===== src/rtl/sl_pkg.sv =====
// Shared types for the SL line receiver: decoded symbols, receive FSM
// states and the status flags held alongside each completed word.
package sl_pkg;

    typedef enum logic [1:0] {
        SYM_ZERO,
        SYM_ONE,
        SYM_STOP
    } sym_t;

    typedef enum logic [1:0] {
        IDLE,
        SYMBOL,
        GAP
    } rx_state_t;

    typedef struct packed {
        logic parity_valid;
        logic err_short;
        logic err_overflow;
        logic err_timeout;
    } word_flags_t;

endpackage


===== src/rtl/sl_line_filter.sv =====
// One SL line: two-flop synchroniser followed by a stability filter.
// The filtered output only follows the synchronised line after FILTER_LEN
// consecutive samples disagree with it, so shorter pulses vanish. Everything
// resets to 1 (idle line) so no symbol is seen coming out of reset.
module sl_line_filter #(
    parameter int FILTER_LEN = 3
) (
    input  logic clk,
    input  logic rst,
    input  logic line_async,
    output logic line_filt
);

    localparam int CW = (FILTER_LEN > 1) ? $clog2(FILTER_LEN) : 1;
    localparam logic [CW-1:0] CNT_LOAD = CW'(FILTER_LEN - 1);

    logic          sync_q1;
    logic          sync_q2;
    logic [CW-1:0] stab_cnt;

    // Synchronise, then count down while the line disagrees with the filtered value
    always_ff @(posedge clk) begin
        if (rst) begin
            sync_q1   <= 1'b1;
            sync_q2   <= 1'b1;
            line_filt <= 1'b1;
            stab_cnt  <= CNT_LOAD;
        end else begin
            sync_q1 <= line_async;
            sync_q2 <= sync_q1;
            if (sync_q2 != line_filt) begin
                if (stab_cnt == '0) begin
                    line_filt <= sync_q2;
                    stab_cnt  <= CNT_LOAD;
                end else begin
                    stab_cnt <= stab_cnt - 1'b1;
                end
            end else begin
                stab_cnt <= CNT_LOAD;
            end
        end
    end

endmodule


===== src/rtl/sl_sync_receiver.sv =====
// SL two-wire receiver: filtered lines -> symbol decode -> word assembly
// with parity check -> one-deep holding register with valid/ack.
// Optional macro SL_RX_TIMEOUT_EN compiles in the in-word idle timeout.
//
// state  | meaning
// -------+---------------------------------------------------------------
// IDLE   | no word in progress, lines at 11
// SYMBOL | lines away from 11, accumulating which lines went low
// GAP    | between symbols of a word, lines back at 11
module sl_sync_receiver
    import sl_pkg::*;
#(
    parameter int MAX_BITS       = 32,
    parameter int FILTER_LEN     = 3,
    parameter int TIMEOUT_CYCLES = 1024
) (
    input  logic                          clk,
    input  logic                          rst,
    input  logic                          sl0,
    input  logic                          sl1,
    output logic                          wordInProcess,
    output logic                          wordValid,
    input  logic                          wordAck,
    output logic [MAX_BITS-1:0]           dataOut,
    output logic [$clog2(MAX_BITS+1)-1:0] bitCount,
    output logic                          parityValid,
    output logic                          errShort,
    output logic                          errOverflow,
    output logic                          errTimeout,
    output logic                          errOverrun
);

    localparam int BCW  = $clog2(MAX_BITS + 1);
    localparam int NSYM = MAX_BITS + 1;           // data bits plus parity
    localparam int SCW  = $clog2(MAX_BITS + 3);   // room for the overflow marker NSYM+1

    logic f0;
    logic f1;
    logic line_idle;

    rx_state_t state_q;
    rx_state_t state_d;

    logic            acc0_q;
    logic            acc1_q;
    sym_t            sym_d;
    logic [MAX_BITS-1:0] sym_sr_q;
    logic [SCW-1:0]  sym_cnt_q;
    logic            ones_odd_q;
    logic            zeros_odd_q;

    logic sym_start;
    logic sym_commit;
    logic word_done;
    logic word_tmo;
    logic tmo_hit;

    logic [SCW-1:0]      nbits;
    logic [MAX_BITS-1:0] word_data;
    logic                word_ovf;
    logic                word_short;
    word_flags_t         word_flags;
    word_flags_t         flags_q;

    sl_line_filter #(.FILTER_LEN(FILTER_LEN)) u_filt0 (
        .clk        (clk),
        .rst        (rst),
        .line_async (sl0),
        .line_filt  (f0)
    );

    sl_line_filter #(.FILTER_LEN(FILTER_LEN)) u_filt1 (
        .clk        (clk),
        .rst        (rst),
        .line_async (sl1),
        .line_filt  (f1)
    );

    assign line_idle     = f0 & f1;
    assign wordInProcess = (state_q != IDLE);

    // Both lines seen low at any point is a stop, even if they moved with skew
    assign sym_d = (acc0_q && acc1_q) ? SYM_STOP : (acc1_q ? SYM_ONE : SYM_ZERO);

`ifdef SL_RX_TIMEOUT_EN
    localparam int TCW = $clog2(TIMEOUT_CYCLES + 1);
    localparam logic [TCW-1:0] TMO_LOAD = TCW'(TIMEOUT_CYCLES - 1);

    logic [TCW-1:0] tmo_cnt_q;
    logic [1:0]     f_prev_q;

    // Count down idle clocks inside a word; any filtered line change reloads
    always_ff @(posedge clk) begin
        if (rst) begin
            tmo_cnt_q <= TMO_LOAD;
            f_prev_q  <= 2'b11;
        end else begin
            f_prev_q <= {f1, f0};
            if (state_q == IDLE || {f1, f0} != f_prev_q) begin
                tmo_cnt_q <= TMO_LOAD;
            end else if (tmo_cnt_q != '0) begin
                tmo_cnt_q <= tmo_cnt_q - 1'b1;
            end
        end
    end

    assign tmo_hit = (state_q != IDLE) && ({f1, f0} == f_prev_q) && (tmo_cnt_q == '0);
`else
    // Timeout compiled out: a word waits indefinitely for its stop.
    assign tmo_hit = 1'b0 && (TIMEOUT_CYCLES != 0);
`endif

    // FSM state register
    always_ff @(posedge clk) begin
        if (rst) begin
            state_q <= IDLE;
        end else begin
            state_q <= state_d;
        end
    end

    // Next state and per-cycle control strobes
    always_comb begin
        state_d    = state_q;
        sym_start  = 1'b0;
        sym_commit = 1'b0;
        word_done  = 1'b0;
        word_tmo   = 1'b0;
        case (state_q)
            IDLE: begin
                if (!line_idle) begin
                    state_d   = SYMBOL;
                    sym_start = 1'b1;
                end
            end
            SYMBOL: begin
                if (line_idle) begin
                    if (sym_d == SYM_STOP) begin
                        state_d   = IDLE;
                        word_done = 1'b1;
                    end else begin
                        state_d    = GAP;
                        sym_commit = 1'b1;
                    end
                end else if (tmo_hit) begin
                    state_d   = IDLE;
                    word_done = 1'b1;
                    word_tmo  = 1'b1;
                end
            end
            GAP: begin
                if (!line_idle) begin
                    state_d   = SYMBOL;
                    sym_start = 1'b1;
                end else if (tmo_hit) begin
                    state_d   = IDLE;
                    word_done = 1'b1;
                    word_tmo  = 1'b1;
                end
            end
            default: state_d = IDLE;
        endcase
    end

    // Record which lines went low during the current symbol
    always_ff @(posedge clk) begin
        if (rst) begin
            acc0_q <= 1'b0;
            acc1_q <= 1'b0;
        end else if (sym_start) begin
            acc0_q <= ~f0;
            acc1_q <= ~f1;
        end else if (state_q == SYMBOL) begin
            acc0_q <= acc0_q | ~f0;
            acc1_q <= acc1_q | ~f1;
        end
    end

    // Assemble symbols: store, count and track parity of 1s and 0s
    always_ff @(posedge clk) begin
        if (rst || state_q == IDLE) begin
            sym_sr_q    <= '0;
            sym_cnt_q   <= '0;
            ones_odd_q  <= 1'b0;
            zeros_odd_q <= 1'b0;
        end else if (sym_commit) begin
            if (sym_cnt_q < SCW'(NSYM)) begin
                for (int i = 0; i < MAX_BITS; i++) begin
                    if (sym_cnt_q == SCW'(i)) begin
                        sym_sr_q[i] <= (sym_d == SYM_ONE);
                    end
                end
                if (sym_d == SYM_ONE) begin
                    ones_odd_q <= ~ones_odd_q;
                end else begin
                    zeros_odd_q <= ~zeros_odd_q;
                end
                sym_cnt_q <= sym_cnt_q + 1'b1;
            end else begin
                // Saturate one past the limit to remember that symbols were dropped
                sym_cnt_q <= SCW'(NSYM + 1);
            end
        end
    end

    // Build the completed word: the last kept symbol is parity, not data
    always_comb begin
        word_ovf   = (sym_cnt_q > SCW'(NSYM));
        word_short = (sym_cnt_q < SCW'(2));
        nbits      = '0;
        if (word_ovf) begin
            nbits = SCW'(MAX_BITS);
        end else if (sym_cnt_q != '0) begin
            nbits = sym_cnt_q - 1'b1;
        end
        word_data = '0;
        for (int i = 0; i < MAX_BITS; i++) begin
            word_data[i] = sym_sr_q[i] && (SCW'(i) < nbits);
        end
        word_flags              = '0;
        word_flags.err_timeout  = word_tmo;
        word_flags.err_short    = word_short && !word_tmo;
        word_flags.err_overflow = word_ovf;
        word_flags.parity_valid = !word_tmo && !word_ovf && !word_short &&
                                  ones_odd_q && !zeros_odd_q;
    end

    // One-deep holding register with valid/ack and sticky overrun
    always_ff @(posedge clk) begin
        if (rst) begin
            wordValid  <= 1'b0;
            dataOut    <= '0;
            bitCount   <= '0;
            flags_q    <= '0;
            errOverrun <= 1'b0;
        end else if (word_done) begin
            if (!wordValid || wordAck) begin
                wordValid <= 1'b1;
                dataOut   <= word_data;
                bitCount  <= BCW'(nbits);
                flags_q   <= word_flags;
            end else begin
                errOverrun <= 1'b1;
            end
        end else if (wordAck && wordValid) begin
            wordValid <= 1'b0;
        end
    end

    assign parityValid = flags_q.parity_valid;
    assign errShort    = flags_q.err_short;
    assign errOverflow = flags_q.err_overflow;
    assign errTimeout  = flags_q.err_timeout;

endmodule


===== config.mk =====
export PLATFORM = sky130hd
export DESIGN_NAME = sl_sync_receiver
export DESIGN_NICKNAME = d
export VERILOG_FILES = /design/src/rtl/sl_pkg.sv /design/src/rtl/sl_line_filter.sv /design/src/rtl/sl_sync_receiver.sv
export SDC_FILE = /design/constraint.sdc
export NUM_CORES = 1
export LEC_CHECK = 0
export CORE_MARGIN = 10
export CORE_UTILIZATION = 57
export CTS_BUF_LIST = sky130_fd_sc_hd__clkbuf_8
export CTS_CLUSTER_DIAMETER = 50
export DETAILED_ROUTE_END_ITERATION = 12
export GPL_TIMING_DRIVEN = 0
export MAX_ROUTING_LAYER = met4
export PLACE_DENSITY_LB_ADDON = 0.25
export SLEW_MARGIN = 15
export SYNTH_ARGS = -nofsm -noshare
export SYNTH_HDL_FRONTEND = slang
export SYNTH_SLANG_ARGS = --single-unit

===== constraint.sdc =====
create_clock -name clk -period 3.5 [get_ports clk]
set_input_delay 0.7 -clock clk [delete_from_list [all_inputs] [get_ports clk]]
set_output_delay 0.7 -clock clk [all_outputs]
set_load 0.03 [all_outputs]

==> flow_summary.json <==
{
  "outcome": "completed",
  "crit_slowest_cell": "or4_1",
  "cts.sinks": 97,
  "whs_ps": 428.7,
  "synth_seq_cells": 97,
  "cts_max_level": 3,
  "wl_per_cell_um": 17.81,
  "layout_min_cycle_time_ps": 3245,
  "yosysWarningCount": 0,
  "area_delta_synth_final_pct": 17.80,
  "synthesis.area_um2": 4385,
  "fin_skew_ps": 10.66,
  "syn_nets": 558,
  "crit_path_start_kind": "flip-flop",
  "powerDensity_nw_per_um2": 375.3,
  "hold_violations": 0,
  "cp_top_family": "simple AND/OR/NAND/NOR gates",
  "grt_max_degree": 19,
  "avgSynthCellArea_um2": 8.032,
  "root_buffer": "clkbuf_8",
  "n_antenna_cell": 0,
  "drv_cap": 0,
  "crit_path_max_incr_delay_ps": 570,
  "netlist_instances": 546,
  "ys_seq_area_share_pct": 44.28,
  "grt_usage_pct": 22.16,
  "cpMostUsedCell": "clkbuf_1",
  "setup_tns_ps": 0,
  "yosysUniqueCellTypes": 53,
  "cts_buffers": 9,
  "drt-vias-per-instance": 5.970,
  "fmax_ghz": 0.3081,
  "antenna_found_initial": 0,
  "clk_path_buf_depth": 2,
  "crit_chain": "clkbuf_1, inv_1, ha_1, clkbuf_1, nor2_1, o21a_1, nor3_1, or4_1, a32o_1",
  "totalPowerFinal_mw": 1.939,
  "dp_slack_ps": 332.7,
  "postCtsSetupBuffers": 0,
  "rsz0062_at_grt": "no",
  "required_ps": 3780,
  "place.gp.congestion": 0.9441,
  "drc": 0,
  "worst_ep_arrival_time_ps": 3520,
  "drv_slew": 0,
  "detail_route.iter0.violations": 443,
  "ios": 50,
  "initial_core_util_pct": 59.51,
  "fp-row-count": 31,
  "ys_async_sr_fraction_pct": 0,
  "vias": 4227,
  "tightestPinTransition_ps": 1190,
  "p_leak_nw": 1.658,
  "synth_edf_count": 0,
  "cts_hold_buf": 0,
  "slew-limit-headroom_pct": 19.98,
  "fp.dieH_um": 107.7,
  "setup_slack_ps": 254.7,
  "fillers": 644,
  "grt_overflow": 0,
  "routed_wl_um": 12610,
  "synth-main-ff-cell": "dfxtp_1",
  "antenna_left": 0,
  "io_buffers": 47,
  "first_pass_iters": 6,
  "clk_latency_ps": 380,
  "setup_viol_count_final": 0,
  "period_share_pct": 92.72,
  "die_x_um": 107.7,
  "path_class": "reg -> reg",
  "nNetsFinal": 616,
  "dp_hpwl_um": 9646,
  "cts_tree": "done",
  "critPathCaptureType": "flip-flop",
  "max-vdd-ir-drop_v": 0.0002691,
  "core_um2": 7370,
  "worst-path-buf-inv": 3,
  "hold_path.class": "reg -> reg",
  "grt_pass1_vias": 3873,
  "path_clk_slew_ps": 100,
  "cp_max_fo": 10,
  "ctsResizeCount": 0,
  "drive_gt1_share_pct": 6.897,
  "die_area_um2": 11600,
  "grt_pass1_wl_um": 20000
}
stage by stage:
| step | cell area [um^2] | util (%) | cells |
|---|---|---|---|
| after floorplan | 4385 | - | 546 |
| final | 5166 | 70.10 | 708 |
| after detailed placement | 4980 | 67.57 | 692 |
| after CTS | 5166 | 70.10 | 708 |
| after global routing | 5166 | 70.10 | 708 |
| after global placement | 4980 | 67.57 | 692 |
flip-flops by register name, summed over array words and instances, names as in the netlist, 2 cells and up:
register	count
u_filt1.stab_cnt	2
u_filt0.stab_cnt	2
bitCount	6
sym_cnt_q	6
state_q	2
dataOut	32
sym_sr_q	32
synthesized netlist by cell type (7+ instances only):
cell,number,area [um^2]
nand4_1,13,81.33
a21oi_1,59,295.3
nor3_1,10,50.05
ha_1,7,87.58
nand3_1,12,60.06
nor2_1,58,217.7
inv_1,11,41.29
nor2b_1,7,43.79
a32o_1,12,120.1
o21ai_0,51,255.2
dfxtp_1,97,1942
o211ai_1,8,60.06
clkbuf_1,30,112.6
or2_2,7,43.79
nand2_1,79,296.5
cell families (layout without fill, tap and decap cells):
group | Yosys count | after routing | share of synthesized area, %
AND/OR/NAND/NOR | 221 | 221 | 24.28
AO/OA/AOI/OAI | 161 | 161 | 22.82
flip-flops | 97 | 97 | 44.28
buffers and inverters | 51 | 114 | 4.879
adder cells (fa/ha/maj) | 7 | 7 | 1.997
XOR/XNOR | 6 | 6 | 1.198
multiplexers | 2 | 2 | 0.4565
other | 1 | 1 | 0.08551
cells in the final DEF, fill, tap and decap left out, types with 8 or more instances in the layout:
cell             Yosys  final
dfxtp_1             97     97
nand2_1             79     79
a21oi_1             59     59
nor2_1              58     58
o21ai_0             51     51
clkdlybuf4s50_1      0     47
clkbuf_1            30     30
nand4_1             13     13
nand3_1             12     12
a32o_1              12     12
inv_1               11     11
nor3_1              10     10
clkbuf_8             0      9
o211ai_1             8      8
layer usage:
metal	global-route usage (%)	vias up	share of wire (%)
li1	-	2040	-
met1	28.67	2002	46
met2	33.30	167	44
met3	5.629	18	8.9
met4	6.489	0	1.2
met5	-	-	0
report_power, final:
group          internal [mW]  leakage, nW  switching, mW
clock network          0.271       0.0919          0.433
logic                 0.0345        0.783         0.0806
registers               1.11        0.783        0.00664
path summary, 6_finish.rpt:
path	from	endpoint	slack (ps)	cells past startpoint
setup / recovery	sym_cnt_q[0]$_SDFFE_PP0P_	dataOut[8]$_SDFFE_PP0P_	250	9
hold / removal	u_filt1.sync_q1$_SDFF_PP1_	u_filt1.sync_q2$_SDFF_PP1_	430	1
setup reg to reg	sym_cnt_q[0]$_SDFFE_PP0P_	dataOut[8]$_SDFFE_PP0P_	250	9
hold reg to reg	u_filt1.sync_q1$_SDFF_PP1_	u_filt1.sync_q2$_SDFF_PP1_	430	1
final cells by class:
type	count	area [um^2]	area share, %
Multi-Input combinational cell	398	2230	43.16
Clock inverter	7	62.56	1.211
Sequential cell	97	1942	37.59
Tap cell	99	123.9	2.398
Buffer	40	172.7	3.342
Timing Repair Buffer	47	470.5	9.106
Inverter	11	41.29	0.7992
Clock buffer	9	123.9	2.398
Note: power is estimated with default switching activity, not from simulation.
